===== config.mk =====
export PLATFORM = sky130hd
export DESIGN_NAME = clock_display_mux
export DESIGN_NICKNAME = d
export VERILOG_FILES = /design/src/rtl/clock_display_mux.sv
export SDC_FILE = /design/constraint.sdc
export NUM_CORES = 1
export LEC_CHECK = 0
export BUFFER_PORTS_ARGS = -buffer_cell sky130_fd_sc_hd__buf_2
export CELL_PAD_IN_SITES_DETAIL_PLACEMENT = 2
export CELL_PAD_IN_SITES_GLOBAL_PLACEMENT = 2
export CORE_MARGIN = 1.5
export CORE_UTILIZATION = 45
export CTS_BUF_LIST = sky130_fd_sc_hd__clkbuf_4 sky130_fd_sc_hd__clkbuf_8
export DETAILED_ROUTE_END_ITERATION = 10
export GPL_ROUTABILITY_DRIVEN = 0
export PLACE_DENSITY = 0.95
export SYNTH_ARGS = -nofsm -noshare
export SYNTH_HDL_FRONTEND = slang
export SYNTH_SLANG_ARGS = --single-unit

===== constraint.sdc =====
create_clock -name clk -period 7.8 [get_ports clk]
set_input_delay 2.34 -clock clk [delete_from_list [all_inputs] [get_ports clk]]
set_output_delay 2.34 -clock clk [all_outputs]
set_load 0.02 [all_outputs]

===== src/rtl/clock_display_mux.sv =====
// Snapshots the asynchronous sec/min/hour bus, converts it to BCD and scans six common-anode 7-segment digits (HH.MM.SS).
// Optional macro COLON_BLINK_EN: the separators on digits 2 and 4 light only while the snapshot seconds value is even.
module clock_display_mux #(
  parameter int CLK_HZ  = 50000000,
  parameter int SCAN_HZ = 1000
) (
  input  logic       clk,
  input  logic       rst_n,
  input  logic [5:0] sec,
  input  logic [5:0] min,
  input  logic [4:0] hour,
  input  logic       disp_en,
  output logic [6:0] seg,
  output logic       dp,
  output logic [5:0] an
);
  localparam int DIV = CLK_HZ / SCAN_HZ;
  localparam int PW  = (DIV > 1) ? $clog2(DIV) : 1;
  localparam logic [PW-1:0] LAST = PW'(DIV - 1);
  localparam logic [3:0]    DASH = 4'hF;

  function automatic logic [7:0] to_bcd(input logic [5:0] v);
    logic [5:0] r;
    logic [3:0] t;
    r = v;
    t = 4'd0;
    if (r >= 6'd40) begin r = r - 6'd40; t = t + 4'd4; end
    if (r >= 6'd20) begin r = r - 6'd20; t = t + 4'd2; end
    if (r >= 6'd10) begin r = r - 6'd10; t = t + 4'd1; end
    return {t, r[3:0]};
  endfunction

  function automatic logic [6:0] seg_code(input logic [3:0] d);
    case (d)
      4'd0:    return 7'h40;
      4'd1:    return 7'h79;
      4'd2:    return 7'h24;
      4'd3:    return 7'h30;
      4'd4:    return 7'h19;
      4'd5:    return 7'h12;
      4'd6:    return 7'h02;
      4'd7:    return 7'h78;
      4'd8:    return 7'h00;
      4'd9:    return 7'h10;
      default: return 7'h3F;
    endcase
  endfunction

  // Two-stage sampler; the snapshot only accepts a value seen on two consecutive samples.
  logic [16:0] s1_q, s2_q, snap_q;
  always_ff @(posedge clk or negedge rst_n) begin
    if (!rst_n) begin
      s1_q   <= '0;
      s2_q   <= '0;
      snap_q <= '0;
    end else begin
      s1_q <= {hour, min, sec};
      s2_q <= s1_q;
      if (s1_q == s2_q) snap_q <= s2_q;
    end
  end

  logic [5:0] fld [3];
  logic [3:0] dig [6];
  assign fld[0] = snap_q[5:0];
  assign fld[1] = snap_q[11:6];
  assign fld[2] = {1'b0, snap_q[16:12]};

  for (genvar gi = 0; gi < 3; gi++) begin : g_bcd
    localparam logic [5:0] LIM = (gi == 2) ? 6'd23 : 6'd59;
    logic [7:0] pair_q;
    always_ff @(posedge clk or negedge rst_n) begin
      if (!rst_n)            pair_q <= '0;
      else if (fld[gi] > LIM) pair_q <= {DASH, DASH};
      else                   pair_q <= to_bcd(fld[gi]);
    end
    assign dig[2*gi]   = pair_q[3:0];
    assign dig[2*gi+1] = pair_q[7:4];
  end

`ifdef COLON_BLINK_EN
  logic sec_odd_q;
  always_ff @(posedge clk or negedge rst_n) begin
    if (!rst_n) sec_odd_q <= 1'b0;
    else        sec_odd_q <= snap_q[0];
  end
`endif

  logic [PW-1:0] presc_q;
  logic [2:0]    idx_q;
  logic          tick;
  assign tick = (presc_q == LAST);

  always_ff @(posedge clk or negedge rst_n) begin
    if (!rst_n) begin
      presc_q <= '0;
      idx_q   <= '0;
    end else begin
      presc_q <= tick ? '0 : presc_q + PW'(1);
      if (tick) idx_q <= (idx_q == 3'd5) ? 3'd0 : idx_q + 3'd1;
    end
  end

  logic [3:0] cur_dig;
  logic       sep;
  logic [5:0] an_d, an_q;
  logic [6:0] seg_d, seg_q;
  logic       dp_d, dp_q;

  always_comb begin
    case (idx_q)
      3'd1:    cur_dig = dig[1];
      3'd2:    cur_dig = dig[2];
      3'd3:    cur_dig = dig[3];
      3'd4:    cur_dig = dig[4];
      3'd5:    cur_dig = dig[5];
      default: cur_dig = dig[0];
    endcase
    sep = (idx_q == 3'd2) || (idx_q == 3'd4);
  end

  // The tick cycle is forced dark so the old digit never ghosts onto the next anode.
  always_comb begin
    an_d  = 6'h3F;
    seg_d = 7'h7F;
    dp_d  = 1'b1;
    if (disp_en && !tick) begin
      an_d  = ~(6'b000001 << idx_q);
      seg_d = seg_code(cur_dig);
`ifdef COLON_BLINK_EN
      dp_d  = !(sep && !sec_odd_q);
`else
      dp_d  = !sep;
`endif
    end
  end

  always_ff @(posedge clk or negedge rst_n) begin
    if (!rst_n) begin
      an_q  <= 6'h3F;
      seg_q <= 7'h7F;
      dp_q  <= 1'b1;
    end else begin
      an_q  <= an_d;
      seg_q <= seg_d;
      dp_q  <= dp_d;
    end
  end

  assign an  = an_q;
  assign seg = seg_q;
  assign dp  = dp_q;
endmodule

# Word level (Yosys, flattened, before mapping)
# Memory sizes are Yosys's and may differ from the RTL's.
# Index checks and enable logic that the tools add are counted.
[totals] ff_bits=108 latch_bits=0 mem_bits_rw=0 rom_bits=112 in_bits=20 word_cells=93 mem_count=1
[op_classes] addsub=17 multipliers=0 div=0 magnitude_cmp=12 n_eq_ne=7 shifts=1 n_mux=39 bitwise=1 reduce_logical=4
[mem_list] name="(no name shown)" words=16 width=7 read_ports=1 rd_ports_with_merged_regs=0 write_ports=0 line="34" text="case (d)"
[op_table] operator="$mux 6" count=13
[op_table] operator="$mux 4" count=15
[op_table] operator="$mux 8" count=3
[op_table] operator="$pmux 4 s5" count=1
[op_table] operator="$ge 6x4->1 const B" count=3
[op_table] operator="$ge 6x5->1 const B" count=3
[op_table] operator="$sub 6x5->6 const B" count=3
[op_table] operator="$eq 17x17->1" count=1
[op_table] operator="$add 16x1->16 const B" count=1
[op_table] operator="$eq 16x16->1 const B" count=1
[op_table] operator="$mux 16" count=1
[op_table] operator="$add 4x1->4 const B" count=3
[op_table] operator="$add 4x2->4 const B" count=3
[op_table] operator="$ge 6x6->1 const B" count=2
[op_table] operator="$gt 6x6->1 const B" count=2
[op_table] operator="$mux 3" count=4
[op_table] operator="$sub 4x4->4 const B" count=3
[op_table] operator="$sub 6x6->6 const B" count=2
[op_table] operator="$mux 7" count=1
[op_table] operator="$eq 3x2->1 const B" count=2
[op_table] operator="$eq 3x3->1 const B" count=2
[op_table] operator="$ge 5x6->1 const B" count=1
[op_table] operator="$not 6->6" count=1
[op_table] operator="$shl 1x3->6 const A" count=1
[op_table] operator="other kinds (8)" count=9

# Logic depth before layout (Yosys ltp)
[logic_depth] ltp_word=9 ltp_mapped=14

# Least setup slack after synthesis
# OpenSTA, ideal clock, no wires.
[synth_path] path_kind="input-to-reg" start="in disp_en" end="reg seg_q[0] (netlist: seg[0])" setup_time_ns=0.091 t_arrival_ns=2.816 required_ns=7.709 slack_ns=4.892 stages=3 path_cell_list="nand2b_1 > nor4_2 > a21oi_1"
[synth_via] elab_chain_len=2
[synth_rtl] element="start: declaration" line="12" text="input logic disp_en,"
[synth_rtl] element="$logic_and 1x1->1" line="127" text="if (disp_en && !tick) begin"
[synth_rtl] element="$mux 7" line="127"
[synth_rtl] element="via seg_d[0]" line="107" text="logic [6:0] seg_d, seg_q;"
[synth_rtl] element="end signal: assignment" line="145" text="seg_q <= seg_d;"
[synth_rtl] element="end: declaration" line="107"
# The timed path passes the listed nets, and every way through them passes these cells.
# A chain may end at the register's enable or synchronous reset.

# Worst setup path in the final report
[layout_path] start="reg an_q[4] (netlist: an[4])" end="out an[4]"
[layout_rtl] element="start: declaration" line="106" text="logic [5:0] an_d, an_q;"
[layout_rtl] element="start signal: assignment" line="144" text="an_q <= an_d;"
[layout_rtl] element="end: declaration" line="15" text="output logic [5:0] an"
# No word-level cell between the ends.

==> key figures <==
Status
  • Status: finished clean

Worst hold path
  • Hold crit path type: reg2reg

Yosys
  • Main combinational cell family by area after synthesis: simple AND/OR/NAND/NOR gates
  • Ys Warns: 0
  • Adder-cell share of the synthesized area: 3.815%
  • Synth area leaders: dfrtp_1 (47%), dfstp_2 (7.5%), ha_1 (3.8%)
  • Synth Net Count: 482
  • XOR/XNOR Fraction of Synth Area: 6.231%
  • Asr flop ratio synth: 100.0%
  • Post-synthesis compound-gate area fraction: 13.33%
  • Top FF cell, synth: dfrtp_1
  • Syn Std Cell Area: 0.004920 mm^2
  • Synth area leader: dfrtp_1
  • #FFs+latches synth: 107
  • Post-synth EDFFs: 0
  • Avg Synthesized Cell Area: 11.01 um^2
  • Mux cell area share after synthesis: 3.281%
  • Synthesized instance count: 447
  • Synth Area in Simple Gates: 14.65%
  • Post-synthesis sequential area ratio: 54.78%
  • Yosys top cell area share: 47.30%
  • Post-synth cell types: 55

Clock tree
  • Max Root-Sink Buffers: 2
  • Clk slew on worst S/H paths: 0.10 ns
  • CTS tree: yes
  • CTS Buf Count: 9
  • CTS Sinks: 107
  • Post CTS Setup Buffer Count: 0
  • Hold-fix buffers at CTS: 0
  • Post-cts resize count: 0
  • Later-pin clock latency in the skew report: 0.39 ns
  • CTS H-tree depth: 3
  • CTS root buffer: clkbuf_8

STA
  • Setup-failing EPs final: 0
  • Setup TNS: 0 ns
  • Final Hold Fails: 0
  • RSZ-0062 raised after global routing: false
  • Final Critical Period: 3.398 ns
  • Fmax: 294.3 MHz
  • Crit share post-route: 43.57%
  • Slew @ Worst Pin: 0.9739 ns
  • Max_slew headroom: 35.08%
  • Clock Skew: 0.01493 ns
  • Max Slew Vio Count: 0

Layout
  • Share of layout cells above drive strength 1: 17.33%
  • Nets: 509
  • Final Non-Filler Cells: 615
  • Area delta synth->final: 9.435%
  • Inserted Diodes: 0

Die
  • Total core area: 0.01046 mm^2
  • Die area: 0.01157 mm^2
  • Initial Util: 47.02%
  • Standard-cell row count: 37
  • Die Height: 107.6 um
  • I/O pins: 34
  • Die span in x: 107.6 um

Worst setup path
  • Buf+Inv Stages, Crit Path: 1
  • Critical Path, Cell by Cell: buf_2
  • Critical path required time: 5.46 ns
  • CP top delay family: flip-flops
  • Crit-path max cell delay: 0.53 ns
  • Arrival time of the worst setup path: 1.06 ns
  • Crit Path Category: reg2out
  • Reg2reg setup slack: 4.73 ns
  • Critical Path Fanout Max: 1
  • Slowest cell on the critical path: dfstp_2
  • Worst setup EP type: output pin
  • CP startpoint kind: register

Power and ir drop
  • LEAKAGE: 2.421 nW
  • Pwr dens: 181.0 mW/mm^2
  • Peak VDD IR: 0.1321 mV

Routing
  • DRT Pass-1 Iters: 4
  • Vias per cell: 5.689
  • Iter 0 DRT Violations: 161
  • DRC errors left: 0
  • Drt wl/cell: 20.06 um
  • Total number of vias: 3499
  • Routed WL: 12340 um
  • Final ANT Viol Nets: 0

Place
  • Port bufs: 33
  • DP HPWL: 8850 um
  • Placed cells: 599

Global route
  • Initial antenna violation count: 0
  • Wire length of the first global-routing pass: 20170 um
  • Pin count of the biggest net entering global routing: 79
  • Vias in the first global route: 3859
  • Total congestion overflow: 0
  • Global Route Usage Sum: 22.96%

Run
  • Max cap viols: 0
==> layer usage <==
metal / GRT usage [%] / routed length, um / share of wire [%]
met5: 0 / 0 / 0
met4: 6.955 / 231 / 1.9
met3: 3.995 / 310 / 2.5
met2: 45.40 / 7020 / 57
met1: 24.47 / 4774 / 39
==> worst reg2reg max path, delay by kind of cell, from the launching register on <==
kind | cells | cell delay [ns]
adder cells (fa/ha/maj) | 2 | 0.74
AND/OR/NAND/NOR | 2 | 0.28
buffers and inverters | 2 | 0.36
AO/OA/AOI/OAI | 5 | 0.87
flip-flops | 1 | 0.75
==> logic make-up after synthesis <==
family,after synthesis
mux,15
xor+xnor,35
buf+inv,43
flops,107
simple gates,133
compound gates,99
fa+ha+maj,15
==> state kept, by name, summed over array words and instances, names as in the netlist, 3 cells and up <==
register,count
g_bcd.pair_q,23
s1_q,17
s2_q,17
snap_q,17
presc_q,16
seg,7
an,6
idx_q,3
==> cell usage in the layout (no fill, tap or decap), types with 15 or more instances in the layout <==
cell type,netlist,routed
a21oi_1,17,17
buf_2,6,32
dfrtp_1,93,93
ha_1,15,15
inv_1,24,24
nand2_1,32,32
nand3_1,18,18
nor2_1,20,20
o21ai_0,30,30
xnor2_1,16,16
xor2_1,19,19
==> through the flow <==
stage	util, %	setup WS, ns	total power [mW]	hold slack, ns	instance area, um^2
after floorplan	-	4.892	0.5960	0.3715	4920
after global placement	49.41	4.242	0.6150	0.3777	5170
after detailed placement	49.41	4.146	0.6194	0.3821	5170
after CTS	51.46	4.377	0.9857	0.4064	5384
after global routing	51.46	4.360	1.013	0.4210	5384
final	51.46	4.402	0.9747	0.4029	5384
==> report_power, final <==
group          internal, mW  switching [mW]
logic                0.0108          0.0223
clock network         0.157           0.210
registers             0.567         0.00789
==> final cells by class <==
| type | instances | area [um^2] |
|---|---|---|
| Fill cell | 1071 | 5079 |
| Sequential cell | 107 | 2695 |
| Multi-Input combinational cell | 297 | 2032 |
| Timing Repair Buffer | 35 | 182.7 |
| Tap cell | 136 | 170.2 |
| Clock buffer | 9 | 123.9 |
| Clock inverter | 7 | 90.09 |
| Inverter | 24 | 90.09 |
==> Yosys cell counts, drive strengths merged, types with 3 or more instances <==
cell    instances
dfrtp          93
nand2          32
o21ai          32
inv            24
nor2           21
xor2           19
nand3          18
a21oi          17
xnor2          16
ha             15
dfstp          14
nor2b          14
a211oi         10
clkbuf         10
buf             9
mux2            9
nand2b          9
nor3            7
o21a            7
mux2i           6
nand4           6
nor4            6
a21o            4
o211ai          4
o31ai           4
or3             4
a22o            3
a22oi           3
a31oi           3
and2            3
nor4bb          3
==> final timing paths <==
check	cells past startpoint	end	startpoint
min in group asynchronous	1	presc_q[10]	rst_n
max in group asynchronous	2	g_bcd[0].pair_q[1]	rst_n
max	1	an[4]	an[4]
max reg2reg	11	seg[3]	idx_q[2]
min reg2reg	0	s2_q[8]	s1_q[8]
min	0	s2_q[8]	s1_q[8]
No activity file was read; power rests on OpenSTA's default activity.
